## src/rtl/ssd1306_spi_streamer.sv

```systemverilog
// SSD1306 OLED driver: power-up/reset sequencing, fixed init list, then framebuffer frames over SPI mode 0.
// Optional build macro SSD1306_AUTO_REFRESH_EN streams frames back-to-back and ignores refresh.
module ssd1306_spi_streamer #(
  parameter int         DISPLAY_WIDTH = 128,
  parameter int         DISPLAY_PAGES = 8,
  parameter int         CLK_DIV       = 2,
  parameter int         STARTUP_DELAY = 1000000,
  parameter logic [7:0] CONTRAST      = 8'h7F,
  parameter int         ADDR_W        = 10
) (
  input  logic              clk,
  input  logic              rst_n,
  input  logic              refresh,
  output logic              busy,
  output logic              frame_done,
  output logic [ADDR_W-1:0] fb_addr,
  output logic              fb_rd,
  input  logic [7:0]        fb_data,
  output logic              sclk,
  output logic              sdin,
  output logic              res,
  output logic              cmd,
  output logic              cs
);

  localparam int NBYTES = DISPLAY_WIDTH * DISPLAY_PAGES;
  localparam int IDX_W  = (ADDR_W > 4) ? ADDR_W : 4;
  localparam int DIV_W  = (CLK_DIV > 1) ? $clog2(CLK_DIV) : 1;
`ifdef SSD1306_AUTO_REFRESH_EN
  localparam bit AUTO_EN = 1'b1;
`else
  localparam bit AUTO_EN = 1'b0;
`endif

  typedef enum logic [2:0] {
    PRE_RESET, RESETTING, POST_RESET, INIT, IDLE, WINDOW, STREAM, DONE
  } state_t;

  state_t            state, state_nx;
  logic [31:0]       dly_cnt;
  logic              dly_end, pend, in_load, half, bit_end, byte_end, byte_st, rd_d;
  logic [2:0]        bit_cnt;
  logic [DIV_W-1:0]  div_cnt;
  logic [IDX_W-1:0]  idx;
  logic [7:0]        byte_val, shreg, pf;
  logic [ADDR_W-1:0] addr_hold;

  assign byte_st  = (state == INIT) || (state == WINDOW) || (state == STREAM);
  assign bit_end  = byte_st && !in_load && half && (div_cnt == DIV_W'(CLK_DIV - 1));
  assign byte_end = bit_end && (bit_cnt == 3'd7);
  assign dly_end  = (dly_cnt == 32'(STARTUP_DELAY - 1));

  always_ff @(posedge clk or negedge rst_n) begin
    if (!rst_n) state <= PRE_RESET;
    else        state <= state_nx;
  end

  always_comb begin
    state_nx = state;
    case (state)
      PRE_RESET:  if (dly_end) state_nx = RESETTING;
      RESETTING:  if (dly_end) state_nx = POST_RESET;
      POST_RESET: if (dly_end) state_nx = INIT;
      INIT:       if (byte_end && idx == IDX_W'(9)) state_nx = AUTO_EN ? WINDOW : IDLE;
      IDLE:       if (pend) state_nx = WINDOW;
      WINDOW:     if (byte_end && idx == IDX_W'(5)) state_nx = STREAM;
      STREAM:     if (byte_end && idx == IDX_W'(NBYTES - 1)) state_nx = DONE;
      DONE:       state_nx = AUTO_EN ? WINDOW : IDLE;
      default:    state_nx = PRE_RESET;
    endcase
  end

  // Pin decode; fb_addr follows the read address only while fb_rd is high, else holds.
  always_comb begin
    res        = (state != RESETTING);
    busy       = (state != IDLE);
    frame_done = (state == DONE);
    cmd        = (state == STREAM);
    cs         = !(byte_st || state == DONE);
    sclk       = byte_st && !in_load && half;
    fb_rd      = in_load && ((state == WINDOW && idx == IDX_W'(5)) ||
                             (state == STREAM && idx != IDX_W'(NBYTES - 1)));
    fb_addr    = addr_hold;
    if (fb_rd) fb_addr = (state == STREAM) ? ADDR_W'(idx + IDX_W'(1)) : '0;
  end

  always_comb begin
    byte_val = pf;
    if (state == INIT) begin
      case (idx[3:0])
        4'd0: byte_val = 8'hAE;
        4'd1: byte_val = 8'h20;
        4'd2: byte_val = 8'h00;
        4'd3: byte_val = 8'h81;
        4'd4: byte_val = CONTRAST;
        4'd5: byte_val = 8'hA6;
        4'd6: byte_val = 8'hA4;
        4'd7: byte_val = 8'h8D;
        4'd8: byte_val = 8'h14;
        default: byte_val = 8'hAF;
      endcase
    end else if (state == WINDOW) begin
      case (idx[3:0])
        4'd0: byte_val = 8'h21;
        4'd1: byte_val = 8'h00;
        4'd2: byte_val = 8'(DISPLAY_WIDTH - 1);
        4'd3: byte_val = 8'h22;
        4'd4: byte_val = 8'h00;
        default: byte_val = 8'(DISPLAY_PAGES - 1);
      endcase
    end
  end

  always_ff @(posedge clk or negedge rst_n) begin
    if (!rst_n) begin
      dly_cnt <= '0;
      pend    <= 1'b0;
    end else begin
      if (state_nx != state) dly_cnt <= '0;
      else if (state == PRE_RESET || state == RESETTING || state == POST_RESET)
        dly_cnt <= dly_cnt + 32'd1;
`ifdef SSD1306_AUTO_REFRESH_EN
      pend <= 1'b0;
`else
      if (refresh)             pend <= 1'b1;
      else if (state == IDLE)  pend <= 1'b0;
`endif
    end
  end

  // Byte engine: LOAD cycle, then 8 bits of CLK_DIV low + CLK_DIV high cycles.
  always_ff @(posedge clk or negedge rst_n) begin
    if (!rst_n) begin
      in_load <= 1'b1;
      half    <= 1'b0;
      bit_cnt <= '0;
      div_cnt <= '0;
      idx     <= '0;
      sdin    <= 1'b0;
    end else if (state_nx != state || !byte_st) begin
      in_load <= 1'b1;
      half    <= 1'b0;
      bit_cnt <= '0;
      div_cnt <= '0;
      idx     <= '0;
    end else if (in_load) begin
      in_load <= 1'b0;
      sdin    <= byte_val[7];
    end else if (div_cnt == DIV_W'(CLK_DIV - 1)) begin
      div_cnt <= '0;
      half    <= !half;
      if (half) begin
        if (bit_cnt == 3'd7) begin
          in_load <= 1'b1;
          bit_cnt <= '0;
          idx     <= idx + IDX_W'(1);
        end else begin
          bit_cnt <= bit_cnt + 3'd1;
          sdin    <= shreg[7];
        end
      end
    end else begin
      div_cnt <= div_cnt + DIV_W'(1);
    end
  end

  always_ff @(posedge clk or negedge rst_n) begin
    if (!rst_n) begin
      rd_d      <= 1'b0;
      addr_hold <= '0;
    end else begin
      rd_d      <= fb_rd;
      addr_hold <= fb_addr;
    end
  end

  // Shift and prefetch data: fb_data is valid the cycle after fb_rd.
  always_ff @(posedge clk) begin
    if (in_load)      shreg <= {byte_val[6:0], 1'b0};
    else if (bit_end) shreg <= {shreg[6:0], 1'b0};
    if (rd_d) pf <= fb_data;
  end

endmodule

```

## config.mk

```make
export PLATFORM = sky130hd
export DESIGN_NAME = ssd1306_spi_streamer
export DESIGN_NICKNAME = d
export VERILOG_FILES = /design/src/rtl/ssd1306_spi_streamer.sv
export SDC_FILE = /design/constraint.sdc
export NUM_CORES = 1
export LEC_CHECK = 0
export CORE_ASPECT_RATIO = 0.75
export CORE_UTILIZATION = 50
export CTS_CLUSTER_SIZE = 12
export DETAILED_ROUTE_END_ITERATION = 6
export PLACE_DENSITY = 0.69
export SLEW_MARGIN = 20
export SYNTH_ARGS = -nofsm -noshare
export SYNTH_HDL_FRONTEND = slang
export SYNTH_SLANG_ARGS = --single-unit
```

## constraint.sdc

```tcl
create_clock -name clk -period 4.1 [get_ports clk]
set_input_delay 0.41 -clock clk [delete_from_list [all_inputs] [get_ports clk]]
set_output_delay 0.41 -clock clk [all_outputs]
set_load 0.1 [all_outputs]
```

==> impl_metrics.json, run 1 <==
{
  "outcome": "finished, final reports clean",
  "clkPwrFrac": 0.466,
  "clk_latency_ns": 0.34,
  "yosys.area_share.simple": 0.2498,
  "dp_hpwl_mm": 6.523,
  "timing.slew.headroom": 0.3443,
  "postPlaceCellArea_um2": 4572,
  "period_share": 0.8844,
  "synth_compound_area_frac": 0.09685,
  "switching_share": 0.2127,
  "root_buffer": "clkbuf_16",
  "antenna_found_initial": 0,
  "power_frac_seq": 0.520,
  "nFillCells": 741,
  "wl_per_cell_um": 16.32,
  "stdcell_area_um2": 4836,
  "grt.overflow.total": 0,
  "syn_nets": 466,
  "gp_congestion": 0.8828,
  "arrival_ns": 3.22,
  "setup_viol": 0,
  "synth_edf_count": 15,
  "ys_types": 60,
  "multi_input_area_um2": 2087,
  "critPathRequiredTime_ns": 3.69,
  "synthCells": 446,
  "p_int_w": 0.001210,
  "cts.sinks": 79,
  "crit_end": "fb_addr[0]",
  "fmax_mhz": 275.8,
  "switchingPower_w": 0.0003271,
  "track_usage": 0.2313,
  "drt_iter0_markers": 127,
  "comb_power_share": 0.014,
  "htree_levels": 3,
  "pre_cts_ws_ns": 0.9035,
  "post_cts_resized": 0,
  "syn2layout_area_growth_pct": 11.74,
  "antennaDiodeCount": 0,
  "synth-seq-area-share": 0.4744,
  "post_route_cells_drive_above_1_share": 0.09013,
  "rows": 28,
  "synth_fa_ha_area_frac": 0.02602,
  "grt_max_degree": 37,
  "cts_buffers": 9,
  "final_cell_mix": "nor2_1 (73), dfrtp_1 (63), nand2_1 (35)",
  "drv_cap": 0,
  "syn-mean-instance-area_um2": 9.704,
  "crit_type": "flip-flop to primary output",
  "vdd_drop_max_uv": 272.5,
  "powerDensity_nw_per_um2": 317.9,
  "grt_pass1_vias": 3092,
  "synth_ff_type": "dfrtp_1",
  "port_buffers": 28,
  "r2r-end": "addr_hold[0]",
  "worst_pin_slew_ns": 0.9805,
  "synth_mux_area_frac": 0.01243,
  "cts_hold_buf": 0,
  "fin_nets": 481,
  "rsz0062_at_grt": "false",
  "totalWireLength_mm": 9.316,
  "start_util": 0.5325,
  "io_pins": 29,
  "die_w_um": 109.4,
  "fin_crit_ns": 3.626,
  "seq_area_um2": 2053,
  "grt_pass1_wl_mm": 15.59,
  "yosys.area_share.xor_xnor": 0.09714,
  "yosys_warnings": 0,
  "chipHeight_um": 82.57,
  "async_reset_ff_frac": 0.8101,
  "setup_ws_ns": 0.4740,
  "dr.pass1.iters": 5,
  "drcViolationCount": 0,
  "p_leak_nw": 2.056,
  "synth_area_um2": 4328,
  "clk_pin_slew_ns": 0.06,
  "hp-class": "primary input to asynchronous set/reset pin",
  "drtAntennaViolNets": 0,
  "clock_skew_ns": 0.009551,
  "vias": 3293,
  "ys_ff_latch": 79,
  "coreArea_um2": 8128,
  "synth_top_family_by_area": "simple AND/OR/NAND/NOR gates",
  "r2r_start": "idx[0]",
  "cts.path.max_buffers": 2,
  "worstSetupStartpointType": "flip-flop",
  "ff2ff_setup_slack_ns": 1.35,
  "reg2reg_depth": 6,
  "die_area_um2": 9036,
  "cp-startpoint": "idx[0]",
  "post_cts_buffers": 0,
  "endpoint_kind": "primary output",
  "final.setup.tns_ns": 0,
  "final_common_cell": "nor2_1",
  "cts_tree": "done",
  "whs_ns": 0.1579,
  "slew_viol_final": 0,
  "viasPerCell": 5.767,
  "hold_viol": 0,
  "cp_max_fo": 11
}
-- logic make-up after synthesis --
logic type                 count (synthesis)
and+or+nand+nor                          210
DFF                                       79
AOI/OAI and AO/OA                         58
xor gates and xnor gates                  48
buffers and inverters                     37
adders and majority gates                  9
muxes                                      5
-- sequential cells by signal, summed over array words and instances, names as in the netlist --
register   cells
addr_hold     10
bit_cnt        3
div_cnt        1
dly_cnt       32
half           1
idx           10
in_load        1
pend           1
pf             8
rd_d           1
sdin           1
shreg          7
state          3
-- critical path, stage by stage, from the launching register on --
cell and delay, ns:
dfrtp_1 0.50, ha_1 0.40, nand3_1 0.20, nor3_1 0.62, o22ai_1 0.15, nand2_1 0.36, mux2_2 0.40, buf_4 0.23
-- power by group through the flow --
stage / clock, W / sequential, W / combinational, W
final: 0.000717 / 0.000799 / 0.0000211
after global routing: 0.000762 / 0.000799 / 0.0000245
after CTS: 0.000735 / 0.000799 / 0.0000224
after detailed placement: 0 / 0.000814 / 0.0000225
after global placement: 0 / 0.000814 / 0.0000223
after floorplan: 0 / 0.000814 / 0.0000000118
-- through the flow --
| step | utilization | std cells | power [W] |
|---|---|---|---|
| detailed placement | 0.5625 | 555 | 0.0008363 |
| floorplan | - | 446 | 0.0008141 |
| finish | 0.5950 | 571 | 0.001538 |
| CTS | 0.5950 | 571 | 0.001556 |
| global route | 0.5950 | 571 | 0.001585 |
| global placement | 0.5625 | 555 | 0.0008361 |
-- final cells by class --
cell class,instances,share of cell area
multi-input combinational,330,0.4316
sequential,79,0.4246
timing repair buffer,29,0.05278
clock buffer,9,0.04657
tap,105,0.02717
inverter,12,0.009314
clock inverter,7,0.008021
-- routing by layer --
layer	part of all wire	GRT usage	wire length [µm]	vias to the layer above
met5	0	0	0	-
met4	0.011	0.06400	105	0
met3	0.049	0.06672	453	10
li1	-	-	-	1602
met1	0.53	0.3420	4936	1604
met2	0.41	0.3277	3821	77
-- synth_stat cells (all sizes together) (3+ instances only) --
cell type / n / area (µm²)
o221ai: 3 / 32.53
a21o: 8 / 60.06
edfxtp: 15 / 450.4
nand4: 19 / 125.1
o21ai: 10 / 50.05
nor2b: 3 / 18.77
and3: 6 / 37.54
nor3: 13 / 65.06
or3: 3 / 18.77
a21oi: 13 / 65.06
clkbuf: 12 / 47.55
inv: 12 / 45.04
and4: 3 / 26.28
nand3: 20 / 100.1
xor2: 28 / 245.2
mux2: 3 / 33.78
nor2: 75 / 291.5
o2bb2ai: 3 / 26.28
nand2b: 4 / 25.02
nor4b: 3 / 26.28
nand2: 36 / 137.6
dfrtp: 63 / 1577
xnor2: 20 / 175.2
ha: 9 / 112.6
buf: 13 / 95.08
nor4: 11 / 98.84
-- worst min-delay path by stage --
| stage | slack (ns) | cells past startpoint | startpoint | end |
|---|---|---|---|---|
| after floorplan | 0.11 | 0 | rst_n | addr_hold[0] |
| after global placement | 0.46 | 1 | pend | pend |
| after detailed placement | 0.47 | 1 | pend | pend |
| after CTS | 0.19 | 1 | rst_n | bit_cnt[0] |
| after global routing | 0.23 | 1 | rst_n | bit_cnt[0] |
| final | 0.16 | 1 | rst_n | bit_cnt[0] |
(Power assumes the default switching activity.)
==> inputs of run 2 (changes only) <==
--- a/config.mk
+++ b/config.mk
@@ -9,6 +9,7 @@
 export CORE_UTILIZATION = 50
 export CTS_CLUSTER_SIZE = 12
 export DETAILED_ROUTE_END_ITERATION = 6
+export MAX_ROUTING_LAYER = met4
 export PLACE_DENSITY = 0.69
 export SLEW_MARGIN = 20
 export SYNTH_ARGS = -nofsm -noshare
==> constraint.sdc (replaced) <==
create_clock -name clk -period 4.25 [get_ports clk]
set_input_delay 0.425 -clock clk [delete_from_list [all_inputs] [get_ports clk]]
set_output_delay 0.425 -clock clk [all_outputs]
set_load 0.1 [all_outputs]
==> run 2 against run 1 <==
- first-iteration DRC count rose by 59%
- cell count did not move
- die area did not move
- sequential power fell by 3.5%
- critical path type unchanged
==> impl_metrics.json, run 2 (same netlist as run 1, synthesis figures left out) <==
{
  "ff2ff_setup_slack_ns": 1.51,
  "cp_max_fo": 11,
  "viasPerCell": 5.874,
  "worstSetupStartpointType": "flip-flop",
  "hp-class": "primary input to asynchronous set/reset pin",
  "pre_cts_ws_ns": 1.032,
  "fmax_mhz": 275.9,
  "final_cell_mix": "nor2_1 (73), dfrtp_1 (63), nand2_1 (35)",
  "largestRegisters": "dly_cnt x32, addr_hold x10, idx x10",
  "r2r-end": "addr_hold[0]",
  "vias": 3354,
  "clk_pin_slew_ns": 0.06,
  "cts_hold_buf": 0,
  "drt_iter0_markers": 202,
  "outcome": "finished, final reports clean",
  "wl_per_cell_um": 16.71,
  "whs_ns": 0.2643,
  "cts.sinks": 79,
  "antennaDiodeCount": 0,
  "drcViolationCount": 0,
  "final.setup.tns_ns": 0,
  "hold_viol": 0,
  "endpoint_kind": "primary output",
  "grt_pass1_vias": 3044,
  "coreArea_um2": 8128,
  "grt_pass1_wl_mm": 15.88,
  "totalWireLength_mm": 9.543,
  "post_cts_buffers": 0,
  "htree_levels": 3,
  "slew_viol_final": 0,
  "period_share": 0.8528,
  "powerDensity_nw_per_um2": 328.5,
  "dp_hpwl_mm": 6.673,
  "die_w_um": 109.4,
  "vdd_drop_max_uv": 283.9,
  "critPathMaxStageDelay_ns": 0.61,
  "nFillCells": 707,
  "antenna_found_initial": 0,
  "final_common_cell": "nor2_1",
  "setup_viol": 0,
  "syn2layout_area_growth_pct": 13.04,
  "final_core_utilization": 0.6019,
  "rsz0062_at_grt": "false",
  "cts.path.max_buffers": 2,
  "chipHeight_um": 82.57,
  "worstPathCellList": "ha_1 > nand3_1 > nor3_1 > o22ai_1 > nand2_1 > mux2_2 > buf_4",
  "reg2reg_depth": 6,
  "worst_pin_slew_ns": 0.9983,
  "regMostFlops": "dly_cnt",
  "finalNonFillerCells": 571,
  "largest_reg_flops": 32,
  "start_util": 0.5325,
  "root_buffer": "clkbuf_16",
  "grt.overflow.total": 0,
  "post_cts_resized": 0,
  "clk_latency_ns": 0.33,
  "timing.slew.headroom": 0.3324,
  "cts_buffers": 9,
  "dr.pass1.iters": 5,
  "drv_cap": 0,
  "crit_type": "flip-flop to primary output",
  "setup_ws_ns": 0.6255,
  "critPathRequiredTime_ns": 3.83,
  "die_area_um2": 9036,
  "r2r_start": "idx[0]",
  "cp_slowest_cell": "nor3_1",
  "gp_congestion": 0.8773,
  "fin_crit_ns": 3.625,
  "cts_tree": "done",
  "fin_nets": 481,
  "track_usage": 0.2420,
  "dpl.cell_count": 555,
  "port_buffers": 28,
  "post_route_cells_drive_above_1_share": 0.09442,
  "io_pins": 29,
  "rows": 28,
  "arrival_ns": 3.20,
  "clock_skew_ns": 0.007508,
  "grt_max_degree": 65,
  "drtAntennaViolNets": 0,
  "p_leak_nw": 2.093
}
-- run 2: how the worst max path moves through the flow --
stage | to | depth (start not counted) | startpoint
3_3_place_gp | fb_addr[0] | 7 | idx[0]
2_1_floorplan | fb_addr[4] | 6 | state[0]
5_1_grt | fb_addr[0] | 7 | idx[1]
6_report | fb_addr[0] | 7 | idx[0]
3_5_place_dp | fb_addr[0] | 7 | idx[0]
4_1_cts | fb_addr[0] | 7 | idx[1]
-- run 2: where the power goes --
group / switching (W) / internal [W] / total (W)
logic: 0.0000126 / 0.00000800 / 0.0000206
clock network: 0.000293 / 0.000522 / 0.000815
registers: 0.0000000000000000000124 / 0.000771 / 0.000771
-- run 2: cell type report --
type / instances / area (µm²) / share of cell area
clock buffers: 14 / 285.3 / 0.05831
inverters: 12 / 45.04 / 0.009207
well taps: 105 / 131.4 / 0.02685
repair buffers: 29 / 255.2 / 0.05217
flip-flops and latches: 79 / 2053 / 0.4197
multi-input cells: 330 / 2087 / 0.4266
clock inverters: 2 / 35.03 / 0.007161
-- run 2: routing by layer --
layer	share of wire	vias to the layer above	GRT usage
met3	0.067	10	0.04945
li1	-	1597	-
met2	0.41	127	0.3220
met5	0	-	-
met1	0.51	1620	0.3643
met4	0.012	0	0.07333
-- run 2: through the flow --
step                instance area (µm²)  total power, W
finish                             4892        0.001607
global route                       4892        0.001651
CTS                                4892        0.001617
detailed placement                 4572       0.0008069
global placement                   4572       0.0008067
floorplan                          4328       0.0007854
-- run 2: critical path: cells and delay by family (launching register included) --
kind / cells / cell delay [ns]
AND/OR/NAND/NOR: 3 / 1.16
flip-flops: 1 / 0.49
multiplexers: 1 / 0.41
adder cells (fa/ha/maj): 1 / 0.40
buffers and inverters: 1 / 0.24
AO/OA/AOI/OAI: 1 / 0.15
==> inputs of run 3 (changes only) <==
--- a/config.mk
+++ b/config.mk
@@ -6,11 +6,10 @@
 export NUM_CORES = 1
 export LEC_CHECK = 0
 export CORE_ASPECT_RATIO = 0.75
-export CORE_UTILIZATION = 50
-export CTS_CLUSTER_SIZE = 12
+export CORE_UTILIZATION = 42
+export CTS_CLUSTER_SIZE = 20
 export DETAILED_ROUTE_END_ITERATION = 6
 export MAX_ROUTING_LAYER = met4
-export PLACE_DENSITY = 0.69
 export SLEW_MARGIN = 20
 export SYNTH_ARGS = -nofsm -noshare
 export SYNTH_HDL_FRONTEND = slang
==> run 3 against run 2 <==
- first-iteration DRC count shrank 6.9%
- non-clock buffer count did not move
- cell area increased by 0.10%
- register-to-register slack barely moved
- critical path depth unchanged
- flip-flop and latch count unchanged
- worst setup slack better by 0.0036 ns
- sequential share of layout area hardly changed
- clock power decreased by 6.0%
- die area up 19%
- via count is 2.7% lower
- wire length decreased by 0.59%
- largest cell class unchanged
- highest routed layer unchanged
==> impl_metrics.json, run 3 (same netlist as run 1, synthesis figures left out) <==
{
  "io_pins": 29,
  "root_buffer": "clkbuf_16",
  "powerDensity_nw_per_um2": 318.0,
  "dr.pass1.iters": 5,
  "totalWireLength_mm": 9.487,
  "post_route_cells_drive_above_1_share": 0.09442,
  "switching_share": 0.2076,
  "fin_nets": 481,
  "post_cts_resized": 0,
  "dp_hpwl_mm": 6.539,
  "post_cts_buffers": 0,
  "cp_num_buf_inv": 1,
  "p_leak_nw": 2.070,
  "final.setup.tns_ns": 0,
  "worstPathCellList": "ha_1 > nand3_1 > nor3_1 > o22ai_1 > nand2_1 > mux2_2 > buf_4",
  "cts_tree": "done",
  "outcome": "finished, final reports clean",
  "drv_cap": 0,
  "largestRegisters": "dly_cnt x32, addr_hold x10, idx x10",
  "antenna_found_initial": 0,
  "critPathRequiredTime_ns": 3.83,
  "cts.path.max_buffers": 2,
  "htree_levels": 3,
  "cp_slowest_cell": "nor3_1",
  "clock_skew_ns": 0.008515,
  "endpoint_kind": "primary output",
  "setup_viol": 0,
  "gp_congestion": 0.8497,
  "fmax_mhz": 276.2,
  "grt_pass1_wl_mm": 16.24,
  "power_w": 0.001557,
  "slew_viol_final": 0,
  "worstSetupStartpointType": "flip-flop",
  "final_cell_mix": "nor2_1 (73), dfrtp_1 (63), nand2_1 (35)",
  "hold_viol": 0,
  "die_area_um2": 10720,
  "regMostFlops": "dly_cnt",
  "switchingPower_w": 0.0003233,
  "drtAntennaViolNets": 0,
  "start_util": 0.4410,
  "cp_max_fo": 11,
  "antennaDiodeCount": 0,
  "fin_crit_ns": 3.621,
  "syn2layout_area_growth_pct": 13.15,
  "hp-class": "primary input to asynchronous set/reset pin",
  "largest_reg_flops": 32,
  "rows": 31,
  "critPathMaxStageDelay_ns": 0.64,
  "drt_iter0_markers": 188,
  "p_int_w": 0.001234,
  "chipHeight_um": 89.91,
  "period_share": 0.8520,
  "cts.sinks": 79,
  "crit_family": "simple AND/OR/NAND/NOR gates",
  "track_usage": 0.1984,
  "worst_pin_slew_ns": 0.9956,
  "clk_latency_ns": 0.34,
  "coreArea_um2": 9813,
  "comb_power_share": 0.013,
  "die_w_um": 119.2,
  "whs_ns": 0.08660,
  "rsz0062_at_grt": "false",
  "grt_pass1_vias": 3078,
  "viasPerCell": 5.460,
  "drcViolationCount": 0,
  "grt.overflow.total": 0,
  "clk_pin_slew_ns": 0.06,
  "port_buffers": 28,
  "wl_per_cell_um": 15.86,
  "cts_hold_buf": 0,
  "vdd_drop_max_uv": 171.4,
  "cts_buffers": 9,
  "arrival_ns": 3.20,
  "power_frac_seq": 0.495,
  "vias": 3265,
  "final_common_cell": "nor2_1",
  "timing.slew.headroom": 0.3342,
  "clkPwrFrac": 0.492,
  "crit_type": "flip-flop to primary output",
  "grt_max_degree": 40
}
[run 3: cell count changes in the layout (fill, tap and decap cells not counted), sizes merged]
cell and change:
clkbuf -3, clkinvlp +2, clkinv +1
[run 3: final timing paths]
path | slack, ns | from | endpoint | cells past startpoint
setup / recovery | 0.63 | idx[0] | fb_addr[0] | 7
setup reg to reg | 1.52 | idx[0] | addr_hold[0] | 6
max in group asynchronous | 3.22 | rst_n | dly_cnt[9] | 2
hold reg to reg | 0.48 | pend | pend | 1
min in group clk | 0.48 | pend | pend | 1
hold / removal | 0.09 | rst_n | bit_cnt[0] | 1
[run 3: power by group through the flow]
| stage | registers [W] | clock network (W) | logic (W) |
|---|---|---|---|
| 6_report | 0.000771 | 0.000766 | 0.0000209 |
| 5_1_grt | 0.000770 | 0.000819 | 0.0000243 |
| 3_5_place_dp | 0.000785 | 0 | 0.0000222 |
| 3_3_place_gp | 0.000785 | 0 | 0.0000219 |
| 4_1_cts | 0.000771 | 0.000786 | 0.0000222 |
| 2_1_floorplan | 0.000785 | 0 | 0.0000000114 |
[run 3: routing by layer]
layer | vias up | share of wire | track usage
met2 | 64 | 0.40 | 0.2510
met4 | 0 | 0.014 | 0.06329
met1 | 1594 | 0.55 | 0.3067
met5 | - | 0 | -
li1 | 1594 | - | -
met3 | 13 | 0.041 | 0.04251
[run 3: metrics by stage]
stage	cell area, µm²	std cells	worst slack, ns	util
finish	4897	598	0.6290	0.4990
global route	4897	598	0.3476	0.4990
global placement	4606	582	1.172	0.4693
CTS	4897	598	0.6224	0.4990
detailed placement	4606	582	1.013	0.4693
floorplan	4328	446	0.3405	-
[run 3: layout make-up]
cell class	count	area (µm²)
tap	132	165.2
multi-input combinational	330	2087
clock buffer	11	232.7
timing repair buffer	29	255.2
sequential	79	2053
clock inverter	5	58.81
fill	910	4916
inverter	12	45.04
